### src/rtl/game_pkg.sv
// Shared types, defaults and per-axis motion helpers for the game sequencer.
package game_pkg;

  localparam int unsigned COORD_W   = 10;
  localparam int unsigned SCORE_W   = 16;
  localparam int unsigned H_RES_DEF = 640;
  localparam int unsigned V_RES_DEF = 480;

  typedef logic [COORD_W-1:0] coord_t;

  typedef struct packed {
    coord_t x;
    coord_t y;
  } ball_t;

  // dir = 1 means moving toward larger coordinates
  typedef struct packed {
    logic   dir;
    coord_t pos;
  } axis_t;

  typedef enum logic [2:0] {
    ST_IDLE    = 3'd0,
    ST_PLAYING = 3'd1,
    ST_MOVE    = 3'd2,
    ST_COLLIDE = 3'd3,
    ST_LOST    = 3'd4
  } state_e;

  // Button-driven axis: opposing buttons cancel, result clamped to [lo, hi].
  function automatic coord_t ally_axis(input coord_t pos, input logic dec, input logic inc,
                                       input coord_t step, input coord_t lo, input coord_t hi);
    coord_t nxt;
    nxt = pos;
    if (dec && !inc) begin
      nxt = (pos < lo + step) ? lo : pos - step;
    end else if (inc && !dec) begin
      nxt = (pos > hi - step) ? hi : pos + step;
    end
    return nxt;
  endfunction

  // Bouncing axis: overshoot clamps to the wall and reverses in the same step.
  function automatic axis_t enemy_axis(input axis_t cur, input coord_t step,
                                       input coord_t lo, input coord_t hi);
    axis_t nxt;
    nxt = cur;
    if (cur.dir) begin
      if (cur.pos > hi - step) begin
        nxt.pos = hi;
        nxt.dir = 1'b0;
      end else begin
        nxt.pos = cur.pos + step;
      end
    end else begin
      if (cur.pos < lo + step) begin
        nxt.pos = lo;
        nxt.dir = 1'b1;
      end else begin
        nxt.pos = cur.pos - step;
      end
    end
    return nxt;
  endfunction

endpackage

### src/rtl/game_controller_if.sv
// Controller <-> renderer/button bus; master is the game controller side.
interface game_controller_if;
  import game_pkg::*;

  logic               start;
  logic               btn_left;
  logic               btn_right;
  logic               btn_up;
  logic               btn_down;
  coord_t             VGA_X;
  coord_t             VGA_Y;
  logic               ativo;
  logic               perdeu;
  coord_t             x_bola_aliada;
  coord_t             y_bola_aliada;
  coord_t             raio_bola_aliada;
  coord_t             x_bola_inimiga;
  coord_t             y_bola_inimiga;
  coord_t             raio_bola_inimiga;
  logic [SCORE_W-1:0] score;

  modport master (
    input  start, btn_left, btn_right, btn_up, btn_down, VGA_X, VGA_Y,
    output ativo, perdeu, x_bola_aliada, y_bola_aliada, raio_bola_aliada,
           x_bola_inimiga, y_bola_inimiga, raio_bola_inimiga, score
  );

  modport slave (
    output start, btn_left, btn_right, btn_up, btn_down, VGA_X, VGA_Y,
    input  ativo, perdeu, x_bola_aliada, y_bola_aliada, raio_bola_aliada,
           x_bola_inimiga, y_bola_inimiga, raio_bola_inimiga, score
  );
endinterface

### src/rtl/circle_collide.sv
// Registered circle-overlap test: hit when the centre distance squared is
// within the squared radius sum (touching counts).
module circle_collide
  import game_pkg::*;
#(
  parameter int unsigned CW = COORD_W
) (
  input  logic          clk,
  input  logic          reset,
  input  ball_t         a,
  input  ball_t         b,
  input  logic [CW:0]   r_sum,
  output logic          hit_q
);

  localparam int unsigned D2_W  = 2 * CW + 1;
  localparam int unsigned RS2_W = 2 * (CW + 1);

  coord_t             dx_c;
  coord_t             dy_c;
  logic [D2_W-1:0]    dxe_c;
  logic [D2_W-1:0]    dye_c;
  logic [D2_W-1:0]    d2_c;
  logic [RS2_W-1:0]   rs_c;
  logic [RS2_W-1:0]   rs2_c;
  logic               hit_d;

  always_comb begin
    dx_c  = (a.x >= b.x) ? a.x - b.x : b.x - a.x;
    dy_c  = (a.y >= b.y) ? a.y - b.y : b.y - a.y;
    dxe_c = D2_W'(dx_c);
    dye_c = D2_W'(dy_c);
    d2_c  = dxe_c * dxe_c + dye_c * dye_c;
    rs_c  = RS2_W'(r_sum);
    rs2_c = rs_c * rs_c;
    hit_d = (RS2_W'(d2_c) <= rs2_c);
  end

  always_ff @(posedge clk or posedge reset) begin
    if (reset) hit_q <= 1'b0;
    else       hit_q <= hit_d;
  end

endmodule

### src/rtl/game_controller.sv
// Frame-rate game sequencer: start/tick detection, ball motion, collision
// bookkeeping and registered outputs for the ball renderer.
module game_controller
  import game_pkg::*;
#(
  parameter int unsigned H_RES      = H_RES_DEF,
  parameter int unsigned V_RES      = V_RES_DEF,
  parameter int unsigned ALLY_R     = 10,
  parameter int unsigned ENEMY_R    = 16,
  parameter int unsigned ALLY_STEP  = 4,
  parameter int unsigned ENEMY_STEP = 2,
  parameter int unsigned ALLY_X0    = 320,
  parameter int unsigned ALLY_Y0    = 240,
  parameter int unsigned ENEMY_X0   = 100,
  parameter int unsigned ENEMY_Y0   = 100
) (
  input  logic              CLOCK_50,
  input  logic              reset,
  game_controller_if.master bus
);

  localparam coord_t A_LO    = COORD_W'(ALLY_R);
  localparam coord_t A_HI_X  = COORD_W'(H_RES - 1 - ALLY_R);
  localparam coord_t A_HI_Y  = COORD_W'(V_RES - 1 - ALLY_R);
  localparam coord_t E_LO    = COORD_W'(ENEMY_R);
  localparam coord_t E_HI_X  = COORD_W'(H_RES - 1 - ENEMY_R);
  localparam coord_t E_HI_Y  = COORD_W'(V_RES - 1 - ENEMY_R);
  localparam coord_t A_STEP  = COORD_W'(ALLY_STEP);
  localparam coord_t E_STEP  = COORD_W'(ENEMY_STEP);
  localparam coord_t Y_LAST  = COORD_W'(V_RES - 1);
  localparam coord_t Y_TICK  = COORD_W'(V_RES);
  localparam ball_t  ALLY_START = '{x: COORD_W'(ALLY_X0), y: COORD_W'(ALLY_Y0)};
  localparam axis_t  EX_START   = '{dir: 1'b1, pos: COORD_W'(ENEMY_X0)};
  localparam axis_t  EY_START   = '{dir: 1'b1, pos: COORD_W'(ENEMY_Y0)};
  localparam logic [COORD_W:0] R_SUM = (COORD_W + 1)'(ALLY_R + ENEMY_R);

  state_e             state_q, state_d;
  ball_t              ally_q, ally_d;
  axis_t              ex_q, ex_d, ey_q, ey_d;
  logic [SCORE_W-1:0] score_q, score_d;
  logic               ativo_q, ativo_d;
  logic               perdeu_q, perdeu_d;
  logic               start_q, start_d;
  logic               start_prev_q, start_prev_d;
  coord_t             vga_y_prev_q, vga_y_prev_d;

  logic               start_edge;
  logic               frame_tick;
  logic               hit_q;
  ball_t              enemy_ball_d;
  logic               unused_vga_x;

  assign start_edge   = start_q & ~start_prev_q;
  assign frame_tick   = (bus.VGA_Y == Y_TICK) && (vga_y_prev_q == Y_LAST);
  assign enemy_ball_d = '{x: ex_d.pos, y: ey_d.pos};
  assign unused_vga_x = ^bus.VGA_X;

  // Fed with next-cycle centres so the hit flag is ready during COLLIDE.
  circle_collide #(.CW(COORD_W)) u_collide (
    .clk   (CLOCK_50),
    .reset (reset),
    .a     (ally_d),
    .b     (enemy_ball_d),
    .r_sum (R_SUM),
    .hit_q (hit_q)
  );

  always_ff @(posedge CLOCK_50 or posedge reset) begin
    if (reset) begin
      state_q      <= ST_IDLE;
      ally_q       <= ALLY_START;
      ex_q         <= EX_START;
      ey_q         <= EY_START;
      score_q      <= '0;
      ativo_q      <= 1'b0;
      perdeu_q     <= 1'b0;
      start_q      <= 1'b0;
      start_prev_q <= 1'b0;
      vga_y_prev_q <= '0;
    end else begin
      state_q      <= state_d;
      ally_q       <= ally_d;
      ex_q         <= ex_d;
      ey_q         <= ey_d;
      score_q      <= score_d;
      ativo_q      <= ativo_d;
      perdeu_q     <= perdeu_d;
      start_q      <= start_d;
      start_prev_q <= start_prev_d;
      vga_y_prev_q <= vga_y_prev_d;
    end
  end

  always_comb begin
    state_d      = state_q;
    ally_d       = ally_q;
    ex_d         = ex_q;
    ey_d         = ey_q;
    score_d      = score_q;
    perdeu_d     = perdeu_q;
    start_d      = bus.start;
    start_prev_d = start_q;
    vga_y_prev_d = bus.VGA_Y;

    unique case (state_q)
      ST_IDLE, ST_LOST: begin
        if (start_edge) begin
          ally_d   = ALLY_START;
          ex_d     = EX_START;
          ey_d     = EY_START;
          score_d  = '0;
          perdeu_d = 1'b0;
          state_d  = ST_PLAYING;
        end
      end
      ST_PLAYING: begin
        if (frame_tick) state_d = ST_MOVE;
      end
      ST_MOVE: begin
        ally_d.x = ally_axis(ally_q.x, bus.btn_left, bus.btn_right, A_STEP, A_LO, A_HI_X);
        ally_d.y = ally_axis(ally_q.y, bus.btn_up, bus.btn_down, A_STEP, A_LO, A_HI_Y);
        ex_d     = enemy_axis(ex_q, E_STEP, E_LO, E_HI_X);
        ey_d     = enemy_axis(ey_q, E_STEP, E_LO, E_HI_Y);
        state_d  = ST_COLLIDE;
      end
      ST_COLLIDE: begin
        if (hit_q) begin
          perdeu_d = 1'b1;
          state_d  = ST_LOST;
        end else begin
          score_d = (score_q == '1) ? score_q : score_q + SCORE_W'(1);
          state_d = ST_PLAYING;
        end
      end
      default: state_d = ST_IDLE;
    endcase

    ativo_d = (state_d != ST_IDLE);
  end

  assign bus.ativo             = ativo_q;
  assign bus.perdeu            = perdeu_q;
  assign bus.score             = score_q;
  assign bus.x_bola_aliada     = ally_q.x;
  assign bus.y_bola_aliada     = ally_q.y;
  assign bus.raio_bola_aliada  = A_LO;
  assign bus.x_bola_inimiga    = ex_q.pos;
  assign bus.y_bola_inimiga    = ey_q.pos;
  assign bus.raio_bola_inimiga = E_LO;

endmodule

### src/flat_wrapper.sv
// flat-port wrapper written by rule: the top's interface ports become plain ports
module game_controller_flat import game_pkg::*;
#(
  parameter int unsigned H_RES      = H_RES_DEF,
  parameter int unsigned V_RES      = V_RES_DEF,
  parameter int unsigned ALLY_R     = 10,
  parameter int unsigned ENEMY_R    = 16,
  parameter int unsigned ALLY_STEP  = 4,
  parameter int unsigned ENEMY_STEP = 2,
  parameter int unsigned ALLY_X0    = 320,
  parameter int unsigned ALLY_Y0    = 240,
  parameter int unsigned ENEMY_X0   = 100,
  parameter int unsigned ENEMY_Y0   = 100
)
  (CLOCK_50, reset, bus_start, bus_btn_left, bus_btn_right, bus_btn_up, bus_btn_down, bus_VGA_X, bus_VGA_Y, bus_ativo, bus_perdeu, bus_x_bola_aliada, bus_y_bola_aliada, bus_raio_bola_aliada, bus_x_bola_inimiga, bus_y_bola_inimiga, bus_raio_bola_inimiga, bus_score);
  game_controller_if bus_i ();
  input  logic CLOCK_50;
  input  logic reset;
  input wire logic [$bits(bus_i.start)-1:0] bus_start;
  input wire logic [$bits(bus_i.btn_left)-1:0] bus_btn_left;
  input wire logic [$bits(bus_i.btn_right)-1:0] bus_btn_right;
  input wire logic [$bits(bus_i.btn_up)-1:0] bus_btn_up;
  input wire logic [$bits(bus_i.btn_down)-1:0] bus_btn_down;
  input wire logic [$bits(bus_i.VGA_X)-1:0] bus_VGA_X;
  input wire logic [$bits(bus_i.VGA_Y)-1:0] bus_VGA_Y;
  output wire logic [$bits(bus_i.ativo)-1:0] bus_ativo;
  output wire logic [$bits(bus_i.perdeu)-1:0] bus_perdeu;
  output wire logic [$bits(bus_i.x_bola_aliada)-1:0] bus_x_bola_aliada;
  output wire logic [$bits(bus_i.y_bola_aliada)-1:0] bus_y_bola_aliada;
  output wire logic [$bits(bus_i.raio_bola_aliada)-1:0] bus_raio_bola_aliada;
  output wire logic [$bits(bus_i.x_bola_inimiga)-1:0] bus_x_bola_inimiga;
  output wire logic [$bits(bus_i.y_bola_inimiga)-1:0] bus_y_bola_inimiga;
  output wire logic [$bits(bus_i.raio_bola_inimiga)-1:0] bus_raio_bola_inimiga;
  output wire logic [$bits(bus_i.score)-1:0] bus_score;
  assign bus_i.start = bus_start;
  assign bus_i.btn_left = bus_btn_left;
  assign bus_i.btn_right = bus_btn_right;
  assign bus_i.btn_up = bus_btn_up;
  assign bus_i.btn_down = bus_btn_down;
  assign bus_i.VGA_X = bus_VGA_X;
  assign bus_i.VGA_Y = bus_VGA_Y;
  assign bus_ativo = bus_i.ativo;
  assign bus_perdeu = bus_i.perdeu;
  assign bus_x_bola_aliada = bus_i.x_bola_aliada;
  assign bus_y_bola_aliada = bus_i.y_bola_aliada;
  assign bus_raio_bola_aliada = bus_i.raio_bola_aliada;
  assign bus_x_bola_inimiga = bus_i.x_bola_inimiga;
  assign bus_y_bola_inimiga = bus_i.y_bola_inimiga;
  assign bus_raio_bola_inimiga = bus_i.raio_bola_inimiga;
  assign bus_score = bus_i.score;
  game_controller #(.H_RES(H_RES), .V_RES(V_RES), .ALLY_R(ALLY_R), .ENEMY_R(ENEMY_R), .ALLY_STEP(ALLY_STEP), .ENEMY_STEP(ENEMY_STEP), .ALLY_X0(ALLY_X0), .ALLY_Y0(ALLY_Y0), .ENEMY_X0(ENEMY_X0), .ENEMY_Y0(ENEMY_Y0)) u_core (.CLOCK_50(CLOCK_50), .reset(reset), .bus(bus_i));
endmodule
### config.mk
export PLATFORM = sky130hd
export DESIGN_NAME = game_controller_flat
export DESIGN_NICKNAME = d
export VERILOG_FILES = /design/src/rtl/game_pkg.sv /design/src/rtl/game_controller_if.sv /design/src/rtl/circle_collide.sv /design/src/rtl/game_controller.sv /design/src/flat_wrapper.sv
export SDC_FILE = /design/constraint.sdc
export NUM_CORES = 1
export LEC_CHECK = 0
export CAP_MARGIN = 20
export CORE_UTILIZATION = 55
export DETAILED_ROUTE_END_ITERATION = 10
export PLACE_DENSITY = 0.76
export REMOVE_ABC_BUFFERS = 1
export SYNTH_ARGS = -nofsm -noshare
export SYNTH_HDL_FRONTEND = slang
export SYNTH_SLANG_ARGS = --single-unit
export TNS_END_PERCENT = 20
### constraint.sdc
create_clock -name CLOCK_50 -period 21.7 [get_ports CLOCK_50]
set_input_delay 2.17 -clock CLOCK_50 [delete_from_list [all_inputs] [get_ports CLOCK_50]]
set_output_delay 2.17 -clock CLOCK_50 [all_outputs]
set_load 0.05 [all_outputs]
==> results of run 1 <==
-- report_power, final --
group	switching, mW	total (mW)	internal [mW]	leakage (nW)
sequential	0.00124	0.145	0.143	0.968
combinational	0.260	0.440	0.180	5.59
clock	0.0672	0.147	0.0803	0.140
-- flip-flops by register name (all words and copies together), names as in the netlist --
register / flops
u_core.start_prev_d: 1
u_core.ex_q: 1
u_core.bus.y_bola_inimiga: 10
u_core.start_prev_q: 1
u_core.u_collide.hit_q: 1
u_core.bus.x_bola_inimiga: 10
u_core.vga_y_prev_q: 10
u_core.state_q: 3
u_core.bus.y_bola_aliada: 10
u_core.bus.x_bola_aliada: 10
u_core.ey_q: 1
u_core.bus.perdeu: 1
u_core.bus.score: 16
u_core.bus.ativo: 1
-- synthesized netlist by cell type (4+ instances only) --
master	count
inv_1	229
nor2_1	142
fa_1	134
ha_1	133
nand2_1	99
a21oi_1	63
dfrtp_1	62
o21ai_0	60
clkbuf_1	44
buf_4	42
xnor2_1	38
nor3_1	35
nand3_1	29
a21o_1	26
xor2_1	22
a31oi_1	21
nor2b_1	19
and3_1	18
nand2b_1	17
or2_2	16
mux2i_1	15
dfstp_2	14
nand4_1	14
o21a_1	13
o22ai_1	11
a211oi_1	9
nor3b_1	9
o31ai_1	9
or3_1	9
mux2_2	8
or4_1	8
and2_1	7
a22o_1	6
nor4_1	6
a22oi_1	5
o21ai_1	5
o21bai_1	5
a211o_1	4
a221oi_1	4
and4_1	4
nand4b_1	4
o211ai_1	4
-- logic make-up (layout without fill, tap and decap cells) --
family | count (synthesis) | in the layout | synth area share [%]
AOI/OAI and AO/OA | 280 | 280 | 14.70
xor gates and xnor gates | 63 | 63 | 4.576
adders and majority gates | 267 | 267 | 34.64
buffers and inverters | 322 | 330 | 11.09
DFF | 76 | 76 | 15.29
muxes | 25 | 25 | 2.154
other | 2 | 20 | 0.05984
and+or+nand+nor | 449 | 449 | 17.50
-- layout by cell type (no fill, tap or decap), types with 9 or more instances in the layout --
cell	count
o31ai_1	9
clkbuf_16	9
dfrtp_1	62
nand3_1	29
o22ai_1	11
nand2b_1	17
a31oi_1	21
buf_4	9
a21o_1	26
clkdlybuf4s50_1	74
a21oi_1	63
xnor2_1	38
or3_1	9
or2_2	16
mux2i_1	15
inv_1	228
conb_1	20
and3_1	18
xor2_1	22
nor3b_1	9
o21a_1	13
fa_1	134
ha_1	133
nand4_1	14
a211oi_1	9
nor3_1	34
nand2_1	99
o21ai_0	60
nor2b_1	19
nor2_1	142
dfstp_2	14
-- per-stage QoR --
step                power, mW  setup WS, ns  cells  hold slack, ns
floorplan              0.4812         10.06   1411          0.3938
CTS                    0.7417         8.435   1790          0.4331
global placement       0.5853         8.229   1774          0.4214
detailed placement     0.5884         8.135   1774          0.4200
finish                 0.7321         8.325   1790          0.4297
global route           0.8108         7.712   1790          0.4574
-- area by class of cell --
class	count	share of cell area, %
multi-input cells	1104	68.73
clock buffers	9	1.662
flip-flops and latches	76	14.17
inverters	231	6.409
clock inverters	7	0.4802
well taps	280	2.586
repair buffers	83	5.966
-- path summary, 6_finish.rpt --
kind	start	cells past startpoint	endpoint
worst max-delay path	bus_btn_right	38	u_core.u_collide.hit_q$_DFF_PP0_
worst min-delay path	u_core.start_prev_d$_DFF_PP0_	0	u_core.start_prev_q$_DFF_PP0_
worst max register to register	u_core.state_q[1]$_DFF_PP0_	36	u_core.u_collide.hit_q$_DFF_PP0_
worst min register to register	u_core.start_prev_d$_DFF_PP0_	0	u_core.start_prev_q$_DFF_PP0_
max in group asynchronous	reset	3	u_core.bus.x_bola_inimiga[9]$_DFF_PP0_
min in group asynchronous	reset	3	u_core.bus.y_bola_inimiga[8]$_DFF_PP0_
-- routing by layer --
| metal | GRT usage, % | share of wire [%] | up-vias |
|---|---|---|---|
| li1 | - | - | 4941 |
| met1 | 36.74 | 45 | 4984 |
| met2 | 42.99 | 48 | 322 |
| met3 | 3.090 | 5.3 | 45 |
| met4 | 6.301 | 1.7 | 0 |
| met5 | 0 | 0 | - |
==> metrics, run 1 <==
DPL Wire Length between 20000 and 25000 um; vias per std cell about 5.7; largest net degree at the start of global routing 77; Rel. slew slack 32.27%; fin area 13550 um2; number of hold violations in the final report 0; FF+latch count, synth 76; IO Pins 105; EDFF count, synth 0; status completed; Buffers on Ports 74; Total Die Area 23430 um2; Remaining DRCs 0; Syn Area/Cell 8.457 um2; Initial DRC Count 678; Slowest-stage cell, CP o41ai_4; Clock Tree Buf Depth 2; post-CTS resize count 0; total wire length 28690 um; WS Path Type input pin to register; clk_lat worst skew between 0.3 and 0.4 ns; Num Clock Sinks 76; DR WL/cell roughly 16 um; Core Util, Final 61.32%; Core ar. 22090 um2; Die Width 153.1 um; buffers and inverters on the worst path 7; first-pass GRT wire length roughly 50000 um; max-cap violation count 0; CTS clk-pin slew, worst paths roughly 0.06 ns; asr flop ratio synth 100.0%; FF-to-FF setup slack 9.84 ns; nets around 1800; Power Dens Cells 54.04 nW/um2; CP endpoint kind register; synth top area cells fa_1 21%, ha_1 13%, dfrtp_1 12%; Required @ worst endpoint approximately 22 ns; H-tree level count 3; DP Area 13260 um2; worst-path fanout max 15; Leakage roughly 6.7 nW; area delta synth->final 7.956%; placer congestion estimate approximately 0.94; Initial Util 56.80%; Remaining Overflow, GRT 0; Final TNS setup 0 ns; slowest stage delay, CP roughly 0.85 ns; CTS tree yes; share of layout cells above drive strength 1 around 5.4%; Rows 54; Pre-antenna DRT Iters 5; Peak Freq 74.77 MHz; family with the most delay on the worst path adder cells; Worst Hold Class register to register; mapped cell area 12550 um2; Filler cells approximately 1900; postcts setup bufs 0; area occupied by multi-input gates 9311 um2; CP most frequent cell fa_1; Synth Instances 1484; initial antenna violation count 0; Yosys cell types between 80 and 90; Synth top area share approximately a fifth; RSZ-0062 raised after global routing false; Setup Viol. Count Final 0; root buffer cell clkbuf_16; Yosys warning total 0; n_diodes 0; vias in the first global route 10220; post-synthesis sequential area ratio between 10% and 20%; worst-margin pin slew a little over 1 ns; Vias about 10000; post-synth top area cell fa_1; Slew Limit Fails 0; Synth Flop Type dfrtp_1; Arr. time, crit path approximately 14 ns; total CTS buffers 9; Post-CTS Hold Buffers 0; Final period util 61.64%; CP Launch Type input pin; Max Clock Skew 0.01103 ns; clock period minus worst slack 13.37 ns; GRT Total Usage 26.14%; post-route ant nets 0; Max IR drop VDD 0.07561 mV; Seq. cell area 1919 um2; Die Ht between 150 and 200 um
Power figures use the tool's default switching activity.
==> run 2: changes to the inputs <==
Settings changed: PLACE_DENSITY 0.76 to 0.79.
Clock period 21.7 ns to 11.9 ns, I/O delays scaled along.
==> run 2 against run 1 <==
  * Register-to-register slack got worse by 8.9 ns
  * Hold slack improved by 0.00095 ns
  * Critical path depth fell by 2
  * Final area rose by 1.2%
  * Combinational power rose by 84%
  * Wire length rose by 0.17%
  * Via count rose by 1.1%
  * Cell count rose by 1.2%
  * Worst setup slack got worse by 7.7 ns
  * Sequential power rose by 82%
  * Sequential cell count did not move
==> metrics, run 2 (synthesis results as in run 1) <==
status completed; area delta synth->final 9.262%; root buffer cell clkbuf_16; placer congestion estimate 0.9343; max-cap violation count 0; nets around 1800; CP most frequent cell fa_1; slowest stage delay, CP 0.58 ns; Num Clock Sinks 76; Post-CTS Hold Buffers 0; Pre-antenna DRT Iters 9; Setup Viol. Count Final 0; reg2reg path depth 35; H-tree level count 3; Required @ worst endpoint 12.18 ns; Worst Hold Class register to register; fin area 13710 um2; DPL Wire Length roughly 24000 um; Die Width 153.1 um; Power Dens Cells between 90 and 100 nW/um2; share of layout cells above drive strength 1 6.793%; fin worst setup slack ~0.64 ns; Remaining DRCs 0; RSZ-0062 raised after global routing false; dpl ws 0.2658 ns; Slowest-stage cell, CP clkdlybuf4s50_1; worst-path fanout max 8; Setup crit start bus_btn_down; Peak Freq 88.78 MHz; vias per std cell 5.747; Crit. path cell count 36; buffers and inverters on the worst path 4; Final Power approximately 1.3 mW; hold wc startpoint u_core.start_prev_d$_DFF_PP0_; total wire length roughly 29000 um; Initial Util 56.80%; CP Launch Type input pin; Rel. slew slack 44.27%; Initial DRC Count 759; Final period util 94.65%; number of hold violations in the final report 0; Leakage 6.804 nW; Rows 54; Clock Tree Buf Depth 2; WS Path Type input pin to register; CTS clk-pin slew, worst paths 0.06 ns; vias in the first global route a little over 10000; DP Area around 13000 um2; Critical Path Sink u_core.u_collide.hit_q$_DFF_PP0_; Slew Limit Fails 0; RR Endpoint u_core.u_collide.hit_q$_DFF_PP0_; most frequent cells in the layout 228 x inv_1, 142 x nor2_1, 134 x fa_1; first-pass GRT wire length 49910 um; reg-to-reg startpoint u_core.bus.y_bola_aliada[8]$_DFF_PP0_; post-CTS resize count 0; largest net degree at the start of global routing 77; clk_lat worst skew 0.34 ns; IO Pins 105; total CTS buffers 9; initial antenna violation count 0; postcts setup bufs 0; Total Die Area approximately 23000 um2; Max IR drop VDD 0.1810 mV; Arr. time, crit path 11.55 ns; Max Clock Skew 0.01244 ns; Final TNS setup 0 ns; CTS tree yes; most common cell after layout, fill and taps aside inv_1; Remaining Overflow, GRT 0; worst-margin pin slew 0.8313 ns; Buffers on Ports 74; max reg flops 16; Die Ht around 150 um; n_diodes 0; FF-to-FF setup slack around 0.94 ns; GRT Total Usage 26.01%; Vias 10410; post-route ant nets 0; family with the most delay on the worst path adder cells; Core ar. 22090 um2; CP endpoint kind register; DR WL/cell between 15 and 20 um; clock period minus worst slack 11.26 ns
run 2: how the worst min path moves through the flow:
| stage | end | slack, ns | depth (start not counted) |
|---|---|---|---|
| after floorplan | u_core.start_prev_q$_DFF_PP0_ | 0.39 | 0 |
| after global placement | u_core.start_prev_q$_DFF_PP0_ | 0.42 | 0 |
| after detailed placement | u_core.start_prev_q$_DFF_PP0_ | 0.42 | 0 |
| after CTS | u_core.start_prev_q$_DFF_PP0_ | 0.43 | 0 |
| after global routing | u_core.start_prev_q$_DFF_PP0_ | 0.46 | 0 |
| final | u_core.start_prev_q$_DFF_PP0_ | 0.43 | 0 |
run 2: metal layers:
layer	routed length [um]	GRT usage, %	share of wire, %
met5	0	0	0
met4	450	6.157	1.6
met3	1568	3.261	5.5
met2	13690	42.97	48
met1	13020	36.30	45
run 2: layout make-up:
type	instances	area, um2
multi-input combinational	1104	9315
inverter	231	867.1
fill	1880	8382
clock inverter	7	48.80
clock buffer	9	225.2
sequential	76	1919
timing repair buffer	104	985.9
tap	280	350.3
run 2: power by group:
group          leakage [nW]  switching [mW]  internal [mW]
clock                 0.136           0.118          0.142
combinational          5.70           0.474          0.335
sequential            0.968         0.00227          0.261
total                  6.80           0.594          0.738
run 2: per-stage QoR:
step / cells / utilization, % / hold slack [ns]
floorplan: 1411 / - / 0.3938
finish: 1811 / 62.06 / 0.4306
CTS: 1810 / 61.92 / 0.4317
detailed placement: 1794 / 60.68 / 0.4194
global route: 1811 / 62.06 / 0.4587
global placement: 1794 / 60.68 / 0.4154
